## config.mk

```make
export PLATFORM = sky130hd
export DESIGN_NAME = ec_scalar_mult_ctrl
export DESIGN_NICKNAME = d
export VERILOG_FILES = /design/src/rtl/ec_scalar_mult_ctrl.sv
export SDC_FILE = /design/constraint.sdc
export NUM_CORES = 1
export LEC_CHECK = 0
export ABC_AREA = 1
export BUFFER_PORTS_ARGS = -buffer_cell sky130_fd_sc_hd__buf_2
export CAP_MARGIN = 20
export CORE_MARGIN = 2
export CORE_UTILIZATION = 35
export CTS_CLUSTER_DIAMETER = 150
export CTS_CLUSTER_SIZE = 24
export DETAILED_ROUTE_END_ITERATION = 7
export PLACE_DENSITY = 0.69
export SKIP_CTS_REPAIR_TIMING = 1
export SLEW_MARGIN = 20
export SYNTH_ARGS = -nofsm -noshare
export SYNTH_HDL_FRONTEND = slang
export SYNTH_SLANG_ARGS = --single-unit
```

## constraint.sdc

```tcl
create_clock -name clk -period 1.58 [get_ports clk]
set_input_delay 0.316 -clock clk [delete_from_list [all_inputs] [get_ports clk]]
set_output_delay 0.316 -clock clk [all_outputs]
set_load 0.005 [all_outputs]
```

## src/rtl/ec_scalar_mult_ctrl.sv

```systemverilog
// ---------------------------------------------------------------------------
// ec_scalar_mult_ctrl
//   Sequencer for k*G on a small prime-field curve. It scans the scalar
//   MSB-first (double-and-add) and hands each real point operation to an
//   external point datapath through a req/ack handshake. Degenerate cases
//   (doubling infinity or a y=0 point, adding to infinity, adding P to -P)
//   are resolved here without touching the datapath.
//
// Ports
//   clk, reset            clock, synchronous active-high reset
//   start_i               one-cycle request, only sampled while idle
//   k_i, gx_i, gy_i       scalar and base point, captured on accepted start
//   busy_o                high from the cycle after acceptance through done
//   done_o                one-cycle completion pulse
//   err_o, inf_o          error / point-at-infinity flags, valid with done
//   rx_o, ry_o            result coordinates (0,0 for infinity or error)
//   dp_req_o, dp_dbl_o    datapath issue pulse and op type (1 = double)
//   dp_ax_o .. dp_by_o    datapath operands, held until dp_ack_i
//   dp_ack_i              datapath result valid (only honoured while waiting)
//   dp_rx_i, dp_ry_i      datapath result
//
// Configuration
//   EC_DP_TIMEOUT_EN      when defined, a 5-bit watchdog aborts a datapath
//                         wait after 16 cycles with err=1, inf=0.
// ---------------------------------------------------------------------------
module ec_scalar_mult_ctrl #(
    parameter int W       = 8,
    parameter int KW      = 5,
    parameter int N_ORDER = 19
) (
    input  logic          clk,
    input  logic          reset,
    input  logic          start_i,
    input  logic [KW-1:0] k_i,
    input  logic [W-1:0]  gx_i,
    input  logic [W-1:0]  gy_i,
    output logic          busy_o,
    output logic          done_o,
    output logic          err_o,
    output logic          inf_o,
    output logic [W-1:0]  rx_o,
    output logic [W-1:0]  ry_o,
    output logic          dp_req_o,
    output logic          dp_dbl_o,
    output logic [W-1:0]  dp_ax_o,
    output logic [W-1:0]  dp_ay_o,
    output logic [W-1:0]  dp_bx_o,
    output logic [W-1:0]  dp_by_o,
    input  logic          dp_ack_i,
    input  logic [W-1:0]  dp_rx_i,
    input  logic [W-1:0]  dp_ry_i
);

    localparam int            IW      = (KW > 1) ? $clog2(KW) : 1;
    localparam logic [IW-1:0] TOP_IDX = IW'(KW - 1);
    localparam logic [KW:0]   N_LIMIT = (KW + 1)'(N_ORDER);

    typedef enum logic [2:0] {
        S_IDLE, S_CHECK, S_DBL_REQ, S_DBL_WAIT,
        S_ADD_REQ, S_ADD_WAIT, S_NEXT, S_DONE
    } state_t;

    state_t        state_q;
    logic [KW-1:0] k_q;
    logic [W-1:0]  gx_q, gy_q;
    logic [W-1:0]  acc_x_q, acc_y_q;
    logic          acc_inf_q;
    logic [IW-1:0] idx_q;
    logic          busy_q, done_q, err_q, inf_q;
    logic [W-1:0]  rx_q, ry_q;
    logic          dp_req_q, dp_dbl_q;
    logic [W-1:0]  dp_ax_q, dp_ay_q, dp_bx_q, dp_by_q;
`ifdef EC_DP_TIMEOUT_EN
    logic [4:0]    wd_q;
`endif

    // NOTE: every register here is sequential state, so all updates use
    // non-blocking assignments; blocking ones would let later statements see
    // this cycle's new values and break the one-edge-per-step behaviour.
    always_ff @(posedge clk) begin
        if (reset) begin
            state_q   <= S_IDLE;
            k_q       <= '0;
            gx_q      <= '0;
            gy_q      <= '0;
            acc_x_q   <= '0;
            acc_y_q   <= '0;
            acc_inf_q <= 1'b1;
            idx_q     <= '0;
            busy_q    <= 1'b0;
            done_q    <= 1'b0;
            err_q     <= 1'b0;
            inf_q     <= 1'b0;
            rx_q      <= '0;
            ry_q      <= '0;
            dp_req_q  <= 1'b0;
            dp_dbl_q  <= 1'b0;
            dp_ax_q   <= '0;
            dp_ay_q   <= '0;
            dp_bx_q   <= '0;
            dp_by_q   <= '0;
`ifdef EC_DP_TIMEOUT_EN
            wd_q      <= '0;
`endif
        end else begin
            // Pulses default low; the states that raise them override below.
            done_q   <= 1'b0;
            dp_req_q <= 1'b0;

            case (state_q)
                S_IDLE: begin
                    if (start_i) begin
                        k_q     <= k_i;
                        gx_q    <= gx_i;
                        gy_q    <= gy_i;
                        busy_q  <= 1'b1;
                        err_q   <= 1'b0;
                        inf_q   <= 1'b0;
                        state_q <= S_CHECK;
                    end
                end

                S_CHECK: begin
                    acc_inf_q <= 1'b1;
                    idx_q     <= TOP_IDX;
                    if ({1'b0, k_q} >= N_LIMIT || k_q == '0) begin
                        // Out-of-range scalar is an error; k=0 is infinity.
                        err_q   <= (k_q != '0);
                        inf_q   <= (k_q == '0);
                        rx_q    <= '0;
                        ry_q    <= '0;
                        done_q  <= 1'b1;
                        state_q <= S_DONE;
                    end else begin
                        state_q <= S_DBL_REQ;
                    end
                end

                S_DBL_REQ: begin
                    if (acc_inf_q || acc_y_q == '0) begin
                        // 2*O = O and 2*(x,0) = O: no datapath work needed.
                        acc_inf_q <= 1'b1;
                        state_q   <= S_ADD_REQ;
                    end else begin
                        dp_req_q <= 1'b1;
                        dp_dbl_q <= 1'b1;
                        dp_ax_q  <= acc_x_q;
                        dp_ay_q  <= acc_y_q;
                        state_q  <= S_DBL_WAIT;
`ifdef EC_DP_TIMEOUT_EN
                        wd_q     <= '0;
`endif
                    end
                end

                S_ADD_REQ: begin
                    if (!k_q[idx_q]) begin
                        state_q <= S_NEXT;
                    end else if (acc_inf_q) begin
                        acc_x_q   <= gx_q;
                        acc_y_q   <= gy_q;
                        acc_inf_q <= 1'b0;
                        state_q   <= S_NEXT;
                    end else if (acc_x_q == gx_q && acc_y_q != gy_q) begin
                        // acc = -G, so acc + G is the point at infinity.
                        acc_inf_q <= 1'b1;
                        state_q   <= S_NEXT;
                    end else begin
                        // acc = G needs the doubling formula, not the chord.
                        dp_req_q <= 1'b1;
                        dp_dbl_q <= (acc_x_q == gx_q);
                        dp_ax_q  <= acc_x_q;
                        dp_ay_q  <= acc_y_q;
                        dp_bx_q  <= gx_q;
                        dp_by_q  <= gy_q;
                        state_q  <= S_ADD_WAIT;
`ifdef EC_DP_TIMEOUT_EN
                        wd_q     <= '0;
`endif
                    end
                end

                S_DBL_WAIT, S_ADD_WAIT: begin
                    if (dp_ack_i) begin
                        acc_x_q   <= dp_rx_i;
                        acc_y_q   <= dp_ry_i;
                        acc_inf_q <= 1'b0;
                        state_q   <= (state_q == S_DBL_WAIT) ? S_ADD_REQ : S_NEXT;
                    end
`ifdef EC_DP_TIMEOUT_EN
                    else if (wd_q == 5'd15) begin
                        // Sixteenth silent cycle: give up on the datapath.
                        err_q   <= 1'b1;
                        inf_q   <= 1'b0;
                        rx_q    <= '0;
                        ry_q    <= '0;
                        done_q  <= 1'b1;
                        state_q <= S_DONE;
                    end else begin
                        wd_q <= wd_q + 5'd1;
                    end
`endif
                end

                S_NEXT: begin
                    if (idx_q == '0) begin
                        inf_q   <= acc_inf_q;
                        rx_q    <= acc_inf_q ? '0 : acc_x_q;
                        ry_q    <= acc_inf_q ? '0 : acc_y_q;
                        done_q  <= 1'b1;
                        state_q <= S_DONE;
                    end else begin
                        idx_q   <= idx_q - IW'(1);
                        state_q <= S_DBL_REQ;
                    end
                end

                S_DONE: begin
                    busy_q  <= 1'b0;
                    state_q <= S_IDLE;
                end

                default: state_q <= S_IDLE;
            endcase
        end
    end

    assign busy_o   = busy_q;
    assign done_o   = done_q;
    assign err_o    = err_q;
    assign inf_o    = inf_q;
    assign rx_o     = rx_q;
    assign ry_o     = ry_q;
    assign dp_req_o = dp_req_q;
    assign dp_dbl_o = dp_dbl_q;
    assign dp_ax_o  = dp_ax_q;
    assign dp_ay_o  = dp_ay_q;
    assign dp_bx_o  = dp_bx_q;
    assign dp_by_o  = dp_by_q;

endmodule

```

=== Word level (Yosys, flattened, before mapping) ===
Index checks and enable logic that the tools add are counted.

* Add/sub/neg operators: 1
* Multiply operators: 0
* Div/mod/pow operators: 0
* Magnitude comparators: 2
* Eq/ne operators: 20
* Shift operators: 0
* Muxes and demuxes: 66
* Bitwise operators: 2
* Reductions and logical operators: 27

{| class="wikitable"
|+ Operators by type and width
! cell !! number
|-
| $mux W8 || 19
|-
| $pmux W8 S2 || 6
|-
| $ne A2 B2 Y1 const B || 11
|-
| $mux W1 || 21
|-
| $pmux W3 S7 || 1
|-
| $mux W3 || 6
|-
| $reduce_and A4 Y1 || 4
|-
| $eq A3 B3 Y1 const B || 4
|-
| $pmux W1 S2 || 5
|-
| $reduce_bool A2 Y1 || 5
|-
| $eq A8 B8 Y1 || 1
|-
| $logic_not A8 Y1 || 1
|-
| $mux W2 || 4
|-
| $ne A8 B8 Y1 || 1
|-
| $reduce_and A2 Y1 || 4
|-
| $eq A3 B2 Y1 const B || 2
|-
| $logic_not A3 Y1 || 2
|-
| $pmux W3 S2 || 1
|-
| $reduce_and A3 Y1 || 2
|-
| $ge A5 B5 Y1 const B || 1
|-
| $logic_not A5 Y1 || 1
|-
| $reduce_and A5 Y1 || 1
|-
| $reduce_bool A5 Y1 || 1
|-
| $lt A3 B4 Y1 const B || 1
|-
| 11 further kinds || 13
|}

* Register bits: 98
* Bits in latches: 0
* Bits in writable memories: 0
* Bits in read-only memories: 0
* Bits of input ports: 41
* Memories kept: 0

=== Logic depth before layout (Yosys ltp) ===
Gate-level depths: netlist of the first run.

* Depth after elaboration: 6
* Mapped depth: 14
* Gate-level depth less buffers: 12

=== Worst setup path after synthesis of the first run ===
Ideal clock, no wire load.

* Path kind: flip-flop to flip-flop
* Start: register state_q[0]
* End: register dp_dbl_q (netlist: dp_dbl_o)
* Library setup time: 0.113 ns
* Data arrival time: 1.401 ns
* Required time: 1.467 ns
* Path slack: 0.067 ns
* Stages on the path, launching flop included: 12
* Path buffers: 3
* Period minus slack after synthesis: 1.513 ns
* Cell sequence: dfxtp_1 > buf_6 > nor3_2 > inv_2 > nor2_4 > nand3_4 > nand2_4 > buf_6 > buf_6 > nand2_2 > nand2_1 > nor2_1

* Word-level cells in the longest chain between the ends: 3
* Elaborated cells between the ends (all ways): 9

{| class="wikitable"
|+ Ends and longest elaborated chain
! element !! line !! text
|-
| start, declared || 63 || <nowiki>state_t state_q;</nowiki>
|-
| start signal, assigned || 188 || <nowiki>state_q <= (state_q == S_DBL_WAIT) ? S_ADD_REQ : S_NEXT;</nowiki>
|-
| $eq A3 B3 Y1 / $eq A3 B2 Y1 (equally long branches) || 110 || <nowiki>case (state_q)</nowiki>
|-
| $ne A2 B2 Y1 (no source line) / $reduce_bool A2 Y1 (equally long branches) || n/a ||
|-
| $reduce_and A5 Y1 (no source line) || n/a ||
|-
| end signal, assigned || 171 || <nowiki>dp_dbl_q <= (acc_x_q == gx_q);</nowiki>
|-
| end, declared || 71 || <nowiki>logic dp_req_q, dp_dbl_q;</nowiki>
|}

Several ways; a longest one is shown, not always the timed one.
A chain may end at the register's enable or synchronous reset.

=== Final worst setup path of the first run ===
* Start: register acc_x_q[5]
* End: register state_q[0]

* Word-level cells in the longest chain between the ends: 6

{| class="wikitable"
|+ Ends and longest elaborated chain
! element !! line !! text
|-
| start, declared || 66 || <nowiki>logic [W-1:0] acc_x_q, acc_y_q;</nowiki>
|-
| start signal, assigned || 160 || <nowiki>acc_x_q <= gx_q;</nowiki>
|-
| start signal, assigned || 185 || <nowiki>acc_x_q <= dp_rx_i;</nowiki>
|-
| $eq A8 B8 Y1 || 164 || <nowiki>end else if (acc_x_q == gx_q && acc_y_q != gy_q) begin</nowiki>
|-
| $logic_and A1 B1 Y1 || 164 ||
|-
| $mux W2 || 164 ||
|-
| $mux W2 || 159 || <nowiki>end else if (acc_inf_q) begin</nowiki>
|-
| $mux W2 || 157 || <nowiki>if (!k_q[idx_q]) begin</nowiki>
|-
| $pmux W3 S7 || 110 ||
|}

Every way passes these cells.

==> impl_metrics.json, run 1 <==
{
  "root_buffer": "clkbuf_16",
  "setup_ws_ps": -51.6,
  "ant_nets": 0,
  "antenna_found_initial": 0,
  "worstPathArrival_ps": 1870,
  "fin_crit_sh_pct": 103,
  "grt_pass1_wl_um": 18600,
  "hold_path_class": "primary input to flip-flop",
  "leakagePower_nw": 2.81,
  "drt_first_pass_iters": 4,
  "r2r_start": "acc_x_q[5]$_SDFFE_PP0P_",
  "floorplan.initialDensity_pct": 35.6,
  "ys_warn_count": 0,
  "r2r_slack_ps": -50,
  "dieArea_mm2": 0.0130,
  "crit_path_end": "state_q[0]$_SDFFE_PP0P_",
  "cts_buffer_depth": 2,
  "wl_um": 12500,
  "n_antenna_cell": 0,
  "crit_fanout": 4,
  "fp.dieW_um": 114,
  "grt_pass1_vias": 3946,
  "fin_util_pct": 50.8,
  "dp_cells": 872,
  "r2r_end": "state_q[0]$_SDFFE_PP0P_",
  "syn_inst": 598,
  "ir_worst_vdd_v": 0.000782,
  "dp_hpwl_um": 8240,
  "maxCapViolCount": 0,
  "rows": 40,
  "status": "complete, but fails checks",
  "worst_setup_path_start_kind": "flip-flop",
  "core_area_mm2": 0.0119,
  "vias_per_cell": 4.78,
  "worst_pin_slew_ps": 383,
  "cts_tree": "built",
  "reg2reg_depth": 12,
  "die_h_um": 114,
  "drc_errors": 0,
  "placed_area_mm2": 0.00527,
  "finalCriticalPeriod_ps": 1630,
  "path_class": "flip-flop to flip-flop",
  "design_area_mm2": 0.00605,
  "layout-drive-gt1-share_pct": 39.3,
  "synth.distinct_cells": 30,
  "syn_nets": 641,
  "grt_use_total_pct": 17.9,
  "synth_seq_cells": 98,
  "fin_nets": 792,
  "vias": 4306,
  "timing.slew.headroom_pct": 74.5,
  "fmax_mhz": 613,
  "ys_seq_area_share_pct": 46.3,
  "finalHoldViolCount": 0,
  "grt_max_degree": 75,
  "overflow": 0,
  "drv_slew": 0,
  "cts_made_buffers": 9,
  "required_ps": 1820,
  "syn_area_mm2": 0.00424,
  "h-tree-depth": 3,
  "wire_per_inst_um": 13.8,
  "fin_cells": 901,
  "syn_avg_cell_area_um2": 7.09,
  "p_per_area_mw_per_mm2": 1710,
  "finClkSkew_ps": 10.6,
  "startpoint": "acc_x_q[5]$_SDFFE_PP0P_",
  "clkTransAtPathRegs_ps": 70,
  "pre_cts_slack_ps": -113,
  "finalSetupViolCount": 18,
  "clk_latency_ps": 350,
  "globalplace.congestion": 0.866,
  "min_from": "k_i[3]",
  "rsz0062_at_grt": "yes",
  "final.setup.tns_ps": -448,
  "violations": "setup timing",
  "holdWs_ps": 241,
  "fillers": 1156,
  "ios": 95,
  "drt_iter0_drc": 325,
  "crit_path_end_kind": "flip-flop",
  "cts_sinks": 98,
  "area_growth_pct": 42.8,
  "port_buffers": 94,
  "power_mw": 10.4
}
==> flip-flops by register name, summed over array words and instances, names as in the netlist <==
register   count
dp_req_o       1
dp_dbl_o       1
inf_o          1
busy_o         1
dp_bx_o        8
dp_ax_o        8
idx_q          3
k_q            5
state_q        3
ry_o           8
acc_inf_q      1
rx_o           8
acc_x_q        8
gx_q           8
done_o         1
dp_ay_o        8
err_o          1
gy_q           8
dp_by_o        8
acc_y_q        8
==> cell families (layout without fill, tap and decap cells) <==
group                      after synthesis  after routing  share of synthesized area (%)
AOI/OAI and AO/OA                      152            152                           18.2
xor gates and xnor gates                 4              4                          0.827
adders and majority gates                2              2                          0.590
buffers and inverters                   89            245                           9.27
DFF                                     98             98                           46.3
and+or+nand+nor                        253            253                           24.9
==> per-layer routing <==
layer	vias to the layer above	GRT usage, %	wire [um]
met5	-	0	0
met2	89	30.3	6020
met4	0	5.53	188
li1	2224	-	-
met3	19	4.24	524
met1	1974	22.7	5730
==> final cells by class <==
class                      instances  area, um2  share of cell area (%)
clock buffer                      10        239                    3.95
clock inverter                     6       96.3                    1.59
inverter                          58        230                    3.80
multi-input combinational        411       2130                    35.2
sequential                        98       1990                    32.9
tap                              147        184                    3.04
timing repair buffer             171       1180                    19.5
==> cell usage in the layout, fill, tap and decap left out, drive strengths merged, types with 5 or more instances in the layout <==
| cell | instances |
|---|---|
| buf | 169 |
| nand2 | 116 |
| nor2 | 104 |
| dfxtp | 98 |
| o21ai | 90 |
| inv | 60 |
| a21oi | 58 |
| nand3 | 23 |
| clkbuf | 12 |
| nor3 | 5 |
==> synthesized netlist by cell type (all sizes together) <==
library cell,n,area [um2]
nor2,104,405
nand2,116,453
dfxtp,98,1960
nor3,5,35.0
ha,2,25.0
inv,58,218
xnor2,3,26.3
o211ai,1,7.51
or2,1,6.26
o21bai,1,7.51
o21ai,90,450
clkbuf,18,68.8
nand4,3,18.8
a21oi,58,290
nand3b,1,7.51
a211oi,2,15.0
nand3,23,128
buf,13,106
xor2,1,8.76
==> critical path, cell delays in order, from the launching register on <==
cell	delay, ps
dfxtp_1	370
inv_1	70
nand2_1	60
nand2_1	40
nor2_1	80
nand2_1	80
nor2_2	170
nand2_2	100
nand3_4	130
nand2_8	90
buf_6	120
o21bai_1	140
inv_1	60
==> worst min path at each step <==
stage / end / slack, ps / cells past startpoint
finish: k_q[3]$_SDFFE_PP0P_ / 240 / 3
global route: k_q[3]$_SDFFE_PP0P_ / 250 / 3
CTS: k_q[1]$_SDFFE_PP0P_ / 230 / 3
detailed placement: ry_o[6]$_SDFFE_PP0P_ / 450 / 2
global placement: ry_o[6]$_SDFFE_PP0P_ / 450 / 2
floorplan: k_q[3]$_SDFFE_PP0P_ / 440 / 2
==> power by group <==
group          switching (mW)  leakage, nW  internal, mW
combinational            2.46         1.84          2.03
sequential              0.439        0.806          3.00
clock                    1.00        0.161          1.45
total                    3.90         2.81          6.48
No activity file was read; power rests on OpenSTA's default activity.
==> run 2: changes to the inputs <==
--- a/config.mk
+++ b/config.mk
@@ -8,12 +8,15 @@
 export ABC_AREA = 1
 export BUFFER_PORTS_ARGS = -buffer_cell sky130_fd_sc_hd__buf_2
 export CAP_MARGIN = 20
+export CELL_PAD_IN_SITES_DETAIL_PLACEMENT = 1
+export CELL_PAD_IN_SITES_GLOBAL_PLACEMENT = 1
+export CORE_ASPECT_RATIO = 1.2
 export CORE_MARGIN = 2
-export CORE_UTILIZATION = 35
+export CORE_UTILIZATION = 34
 export CTS_CLUSTER_DIAMETER = 150
 export CTS_CLUSTER_SIZE = 24
 export DETAILED_ROUTE_END_ITERATION = 7
-export PLACE_DENSITY = 0.69
+export PLACE_DENSITY = 0.86
 export SKIP_CTS_REPAIR_TIMING = 1
 export SLEW_MARGIN = 20
 export SYNTH_ARGS = -nofsm -noshare
==> impl_metrics.json, run 2 (synthesized netlist as in run 1, its figures left out) <==
{
  "slowest_stage": "dfxtp_1",
  "finalHoldViolCount": 0,
  "worst_setup_path_start_kind": "flip-flop",
  "root_buffer": "clkbuf_16",
  "drt_iter0_drc": 267,
  "ios": 95,
  "die_h_um": 126,
  "cts_buffer_depth": 2,
  "path_class": "flip-flop to flip-flop",
  "min_from": "k_i[3]",
  "design_area_mm2": 0.00621,
  "r2r_end": "dp_bx_o[5]$_SDFFE_PP0P_",
  "ant_nets": 0,
  "drc_errors": 0,
  "cts_tree": "built",
  "finalSetupViolCount": 57,
  "clkTransAtPathRegs_ps": 70,
  "dp_hpwl_um": 10200,
  "dieArea_mm2": 0.0134,
  "vias": 4805,
  "reg2reg_depth": 11,
  "worstPathArrival_ps": 2060,
  "port_buffers": 94,
  "antenna_found_initial": 0,
  "wl_um": 17800,
  "fin_crit_sh_pct": 115,
  "h-tree-depth": 3,
  "maxCapViolCount": 0,
  "slowest_delay_ps": 340,
  "worst_pin_slew_ps": 411,
  "n_antenna_cell": 0,
  "whs_path_depth": 3,
  "clk_latency_ps": 360,
  "wire_per_inst_um": 19.5,
  "finalCriticalPeriod_ps": 1820,
  "fillers": 1507,
  "placed_area_mm2": 0.00524,
  "r2r_slack_ps": -240,
  "drt_first_pass_iters": 4,
  "fin_nets": 791,
  "cpMostUsedCell": "nand2_1",
  "floorplan.initialDensity_pct": 35.0,
  "area_growth_pct": 46.6,
  "ir_worst_vdd_v": 0.000857,
  "finClkSkew_ps": 11.5,
  "cts_made_buffers": 9,
  "leakagePower_nw": 2.85,
  "grt_pass1_vias": 4806,
  "vias_per_cell": 5.26,
  "crit_fanout": 17,
  "hold_path_class": "primary input to flip-flop",
  "timing.slew.headroom_pct": 72.3,
  "setup_ws_ps": -242,
  "grt_max_degree": 75,
  "drv_slew": 0,
  "holdPathEnd": "k_q[3]$_SDFFE_PP0P_",
  "violations": "setup timing",
  "globalplace.congestion": 0.883,
  "layout.cells.most_common": "nand2_1",
  "core_area_mm2": 0.0121,
  "grt_use_total_pct": 21.2,
  "rsz0062_at_grt": "yes",
  "status": "complete, but fails checks",
  "overflow": 0,
  "fp.dieW_um": 106,
  "r2r_start": "acc_y_q[1]$_SDFFE_PP0P_",
  "cts_sinks": 98,
  "required_ps": 1820,
  "grt_pass1_wl_um": 22700,
  "crit_path_end_kind": "flip-flop",
  "cp_cell_sequence": "inv_2 -> nand2_1 -> nand2_1 -> nand2_1 -> nor2_1 -> nand2_1 -> nand2_2 -> nand3_4 -> buf_12 -> o21ai_0 -> nor2_1",
  "fmax_mhz": 549,
  "p_per_area_mw_per_mm2": 1820,
  "mostFrequentLayoutCells": "nand2_1, buf_2, nor2_1, dfxtp_1, buf_4",
  "rows": 44,
  "pre_cts_slack_ps": -237,
  "layout-drive-gt1-share_pct": 42.1
}
## run 2: worst max path at each step
stage | startpoint | end | slack (ps) | cells after the start
after floorplan | state_q[0]$_SDFFE_PP0P_ | dp_dbl_o$_SDFFE_PP0P_ | 70 | 11
after global placement | gx_q[6]$_SDFFE_PP0P_ | dp_ay_o[2]$_SDFFE_PP0P_ | -70 | 12
after CTS | gx_q[6]$_SDFFE_PP0P_ | dp_ax_o[7]$_SDFFE_PP0P_ | -270 | 12
after detailed placement | gx_q[6]$_SDFFE_PP0P_ | dp_ax_o[7]$_SDFFE_PP0P_ | -240 | 12
after global routing | gx_q[4]$_SDFFE_PP0P_ | dp_ax_o[4]$_SDFFE_PP0P_ | -330 | 12
final | acc_y_q[1]$_SDFFE_PP0P_ | dp_bx_o[5]$_SDFFE_PP0P_ | -240 | 11
## run 2: per-stage QoR
stage | util, % | total power [mW] | std cells | TNS (ps) | hold slack [ps]
floorplan | - | 5.52 | 598 | 0 | 444
global placement | 43.2 | 6.96 | 877 | -1100 | 453
detailed placement | 43.2 | 7.19 | 877 | -7210 | 458
CTS | 46.0 | 9.64 | 893 | -9440 | 242
global route | 51.3 | 11.9 | 914 | -12220 | 254
finish | 51.3 | 11.3 | 914 | -6210 | 236
## run 2: per-layer routing
layer	track usage (%)	vias to the layer above	wire length (um)
met5	0	-	0
met4	7.89	0	1040
met3	3.34	73	703
met2	41.5	161	9290
met1	22.6	2343	6750
li1	-	2228	-
## run 2: where the power goes
part	switching [mW]	internal [mW]
Sequential	0.502	3.00
Combinational	3.08	2.23
Clock	1.07	1.44
## run 2: cell type report
| type | count | area, um2 | area share [%] |
|---|---|---|---|
| tap | 161 | 201 | 3.24 |
| timing repair buffer | 169 | 1210 | 19.5 |
| clock buffer | 10 | 239 | 3.85 |
| inverter | 58 | 250 | 4.03 |
| sequential | 98 | 2000 | 32.1 |
| clock inverter | 6 | 90.1 | 1.45 |
| multi-input combinational | 412 | 2230 | 35.9 |
## run 2: worst max-delay path: cells and delay by family, from the launching register on
family | cells | cell delay (ps)
buffers and inverters | 2 | 290
AND/OR/NAND/NOR | 8 | 810
flip-flops | 1 | 340
AO/OA/AOI/OAI | 1 | 250
==> run 3: changes to the inputs <==
--- a/config.mk
+++ b/config.mk
@@ -5,18 +5,17 @@
 export SDC_FILE = /design/constraint.sdc
 export NUM_CORES = 1
 export LEC_CHECK = 0
-export ABC_AREA = 1
 export BUFFER_PORTS_ARGS = -buffer_cell sky130_fd_sc_hd__buf_2
 export CAP_MARGIN = 20
 export CELL_PAD_IN_SITES_DETAIL_PLACEMENT = 1
 export CELL_PAD_IN_SITES_GLOBAL_PLACEMENT = 1
 export CORE_ASPECT_RATIO = 1.2
 export CORE_MARGIN = 2
-export CORE_UTILIZATION = 34
+export CORE_UTILIZATION = 35
 export CTS_CLUSTER_DIAMETER = 150
 export CTS_CLUSTER_SIZE = 24
 export DETAILED_ROUTE_END_ITERATION = 7
-export PLACE_DENSITY = 0.86
+export PLACE_DENSITY = 0.84
 export SKIP_CTS_REPAIR_TIMING = 1
 export SLEW_MARGIN = 20
 export SYNTH_ARGS = -nofsm -noshare
==> impl_metrics.json, run 3 <==
{
  "required_ps": 1820,
  "regArea_mm2": 0.00199,
  "yosys.area.top_type_share_pct": 44.9,
  "drv_slew": 0,
  "synth_ff_type": "dfxtp_1",
  "fp.dieW_um": 106,
  "fin_nets": 682,
  "syn_area_mm2": 0.00437,
  "setup_ws_ps": -253,
  "rsz0062_at_grt": "yes",
  "drc_errors": 0,
  "wl_um": 15100,
  "violations": "setup timing",
  "clk_latency_ps": 350,
  "worst_setup_path_start_kind": "flip-flop",
  "syn_inst": 480,
  "floorplan.initialDensity_pct": 35.9,
  "placed_area_mm2": 0.00561,
  "ys_seq_area_share_pct": 44.9,
  "drt_iter0_drc": 160,
  "fillers": 1418,
  "min_from": "gx_i[4]",
  "path_class": "flip-flop to flip-flop",
  "dp_hpwl_um": 10500,
  "vias_per_cell": 5.21,
  "root_buffer": "clkbuf_16",
  "ir_worst_vdd_v": 0.000815,
  "worst_pin_slew_ps": 428,
  "r2r_end": "rx_o[2]$_SDFFE_PP0P_",
  "hold_path_class": "primary input to flip-flop",
  "grt_max_degree": 42,
  "die_h_um": 126,
  "fmax_mhz": 546,
  "grt_pass1_wl_um": 22300,
  "pre_cts_slack_ps": -266,
  "syn_avg_cell_area_um2": 9.10,
  "grt_use_total_pct": 20.9,
  "reg2reg_depth": 6,
  "synthArstFlopShare_pct": 0,
  "r2r_slack_ps": -250,
  "cts_made_buffers": 9,
  "h-tree-depth": 3,
  "grt_pass1_vias": 4388,
  "holdPathEnd": "gx_q[4]$_SDFFE_PP0P_",
  "synthTopCellsByCount": "dfxtp_1, nand2_1, a21oi_1, mux2i_1, nand2b_1",
  "slowest_delay_ps": 550,
  "worstPathArrival_ps": 2070,
  "status": "complete, but fails checks",
  "timing.slew.headroom_pct": 71.4,
  "core_area_mm2": 0.0122,
  "whs_path_depth": 3,
  "p_per_area_mw_per_mm2": 1710,
  "vias": 4193,
  "mostFrequentLayoutCells": "buf_2, dfxtp_1, buf_4, nand2_1, a21oi_1",
  "crit_path_end_kind": "flip-flop",
  "clkTransAtPathRegs_ps": 70,
  "finClkSkew_ps": 5.05,
  "overflow": 0,
  "wire_per_inst_um": 18.8,
  "maxCapViolCount": 0,
  "drt_first_pass_iters": 5,
  "synth_seq_cells": 98,
  "fin_crit_sh_pct": 116,
  "synth.distinct_cells": 51,
  "design_area_mm2": 0.00622,
  "globalplace.congestion": 0.849,
  "crit_fanout": 16,
  "multi_input_area_mm2": 0.00239,
  "antenna_found_initial": 0,
  "leakagePower_nw": 2.82,
  "layout.cells.most_common": "buf_2",
  "ios": 95,
  "synth_top_area_cell": "dfxtp_1",
  "port_buffers": 94,
  "r2r_start": "k_q[3]$_SDFFE_PP0P_",
  "synth-edff-count": 0,
  "ant_nets": 0,
  "synth.most_common_cell": "dfxtp_1",
  "dieArea_mm2": 0.0134,
  "cts_tree": "built",
  "cp_cell_sequence": "or4_4 -> o22ai_4 -> a31oi_4 -> nor2b_4 -> buf_12 -> a22o_1",
  "layout-drive-gt1-share_pct": 40.8,
  "area_growth_pct": 42.3,
  "finalCriticalPeriod_ps": 1830,
  "n_antenna_cell": 0,
  "syn_nets": 523,
  "finalHoldViolCount": 0,
  "cts_buffer_depth": 2,
  "rows": 44,
  "ys_warn_count": 0,
  "slowest_stage": "or4_4",
  "cts_sinks": 98,
  "yosys-top-cells-area": "dfxtp_1, mux2i_1, a21oi_1, nand2b_1, nand2_1",
  "finalSetupViolCount": 72
}
[run 3: cell types whose count changed in the layout (fill, tap and decap cells not counted), sizes merged, moves of 5 or more]
cell,before,now
a211oi,2,19
buf,165,181
o21ai,90,21
xnor2,3,8
nand2,117,54
nor2,104,33
a21oi,58,47
nand2b,0,34
xor2,1,9
inv,58,7
mux2i,0,37
a22o,0,16
nor4,0,6
[run 3: cells by family (layout without fill, tap and decap cells)]
| family | Yosys count | in the layout | share of synthesized area [%] |
|---|---|---|---|
| buffers and inverters | 40 | 204 | 4.64 |
| AND/OR/NAND/NOR | 162 | 162 | 18.8 |
| XOR/XNOR | 17 | 17 | 3.41 |
| multiplexers | 40 | 40 | 9.25 |
| AO/OA/AOI/OAI | 121 | 121 | 18.5 |
| flip-flops | 98 | 98 | 44.9 |
| adder cells (fa/ha/maj) | 2 | 2 | 0.573 |
[run 3: through the flow]
step                hold WS (ps)  instances  utilization [%]  setup TNS, ps  total power [mW]
floorplan                    444        480                -          -6780              5.66
global placement             461        782             46.1          -7660              7.42
detailed placement           462        782             46.1         -13100              7.67
CTS                          199        798             48.6         -17120              10.0
global route                 204        805             51.1         -17480              11.2
finish                       201        805             51.1         -11960              10.7
[run 3: layout make-up]
| class | count | share of cell area, % |
|---|---|---|
| clock buffers | 9 | 3.62 |
| clock inverters | 7 | 1.25 |
| inverters | 5 | 0.302 |
| multi-input cells | 342 | 38.5 |
| flip-flops and latches | 98 | 32.0 |
| well taps | 161 | 3.24 |
| repair buffers | 183 | 21.1 |
[run 3: critical path, delay by kind of cell, from the launching register on]
kind,cells,cell delay [ps]
buffers and inverters,1,150
AOI/OAI and AO/OA,3,520
and+or+nand+nor,2,720
DFF,1,330
[run 3: worst max-delay path by stage]
stage,cells past startpoint,start,slack [ps],end
floorplan,7,k_q[3]$_SDFFE_PP0P_,-250,ry_o[4]$_SDFFE_PP0P_
global placement,6,k_q[3]$_SDFFE_PP0P_,-200,rx_o[7]$_SDFFE_PP0P_
detailed placement,6,acc_x_q[3]$_SDFFE_PP0P_,-270,dp_ax_o[6]$_SDFFE_PP0P_
CTS,6,gx_q[4]$_SDFFE_PP0P_,-350,dp_ax_o[6]$_SDFFE_PP0P_
global route,7,gx_q[5]$_SDFFE_PP0P_,-320,dp_ax_o[0]$_SDFFE_PP0P_
finish,6,k_q[3]$_SDFFE_PP0P_,-250,rx_o[2]$_SDFFE_PP0P_
[run 3: metal layers]
layer,part of all wire (%),wire length [um],up-vias,track usage [%]
li1,-,-,2003,-
met1,43,6450,2047,25.4
met2,50,7650,115,36.4
met3,3.8,582,28,3.75
met4,3.1,464,0,8.59
met5,0,0,-,0
[run 3: where the power goes]
| group | total [mW] | leakage [nW] | switching (mW) | internal (mW) |
|---|---|---|---|---|
| combinational | 5.14 | 1.87 | 2.77 | 2.37 |
| clock | 2.28 | 0.152 | 1.03 | 1.25 |
| sequential | 3.24 | 0.804 | 0.375 | 2.87 |
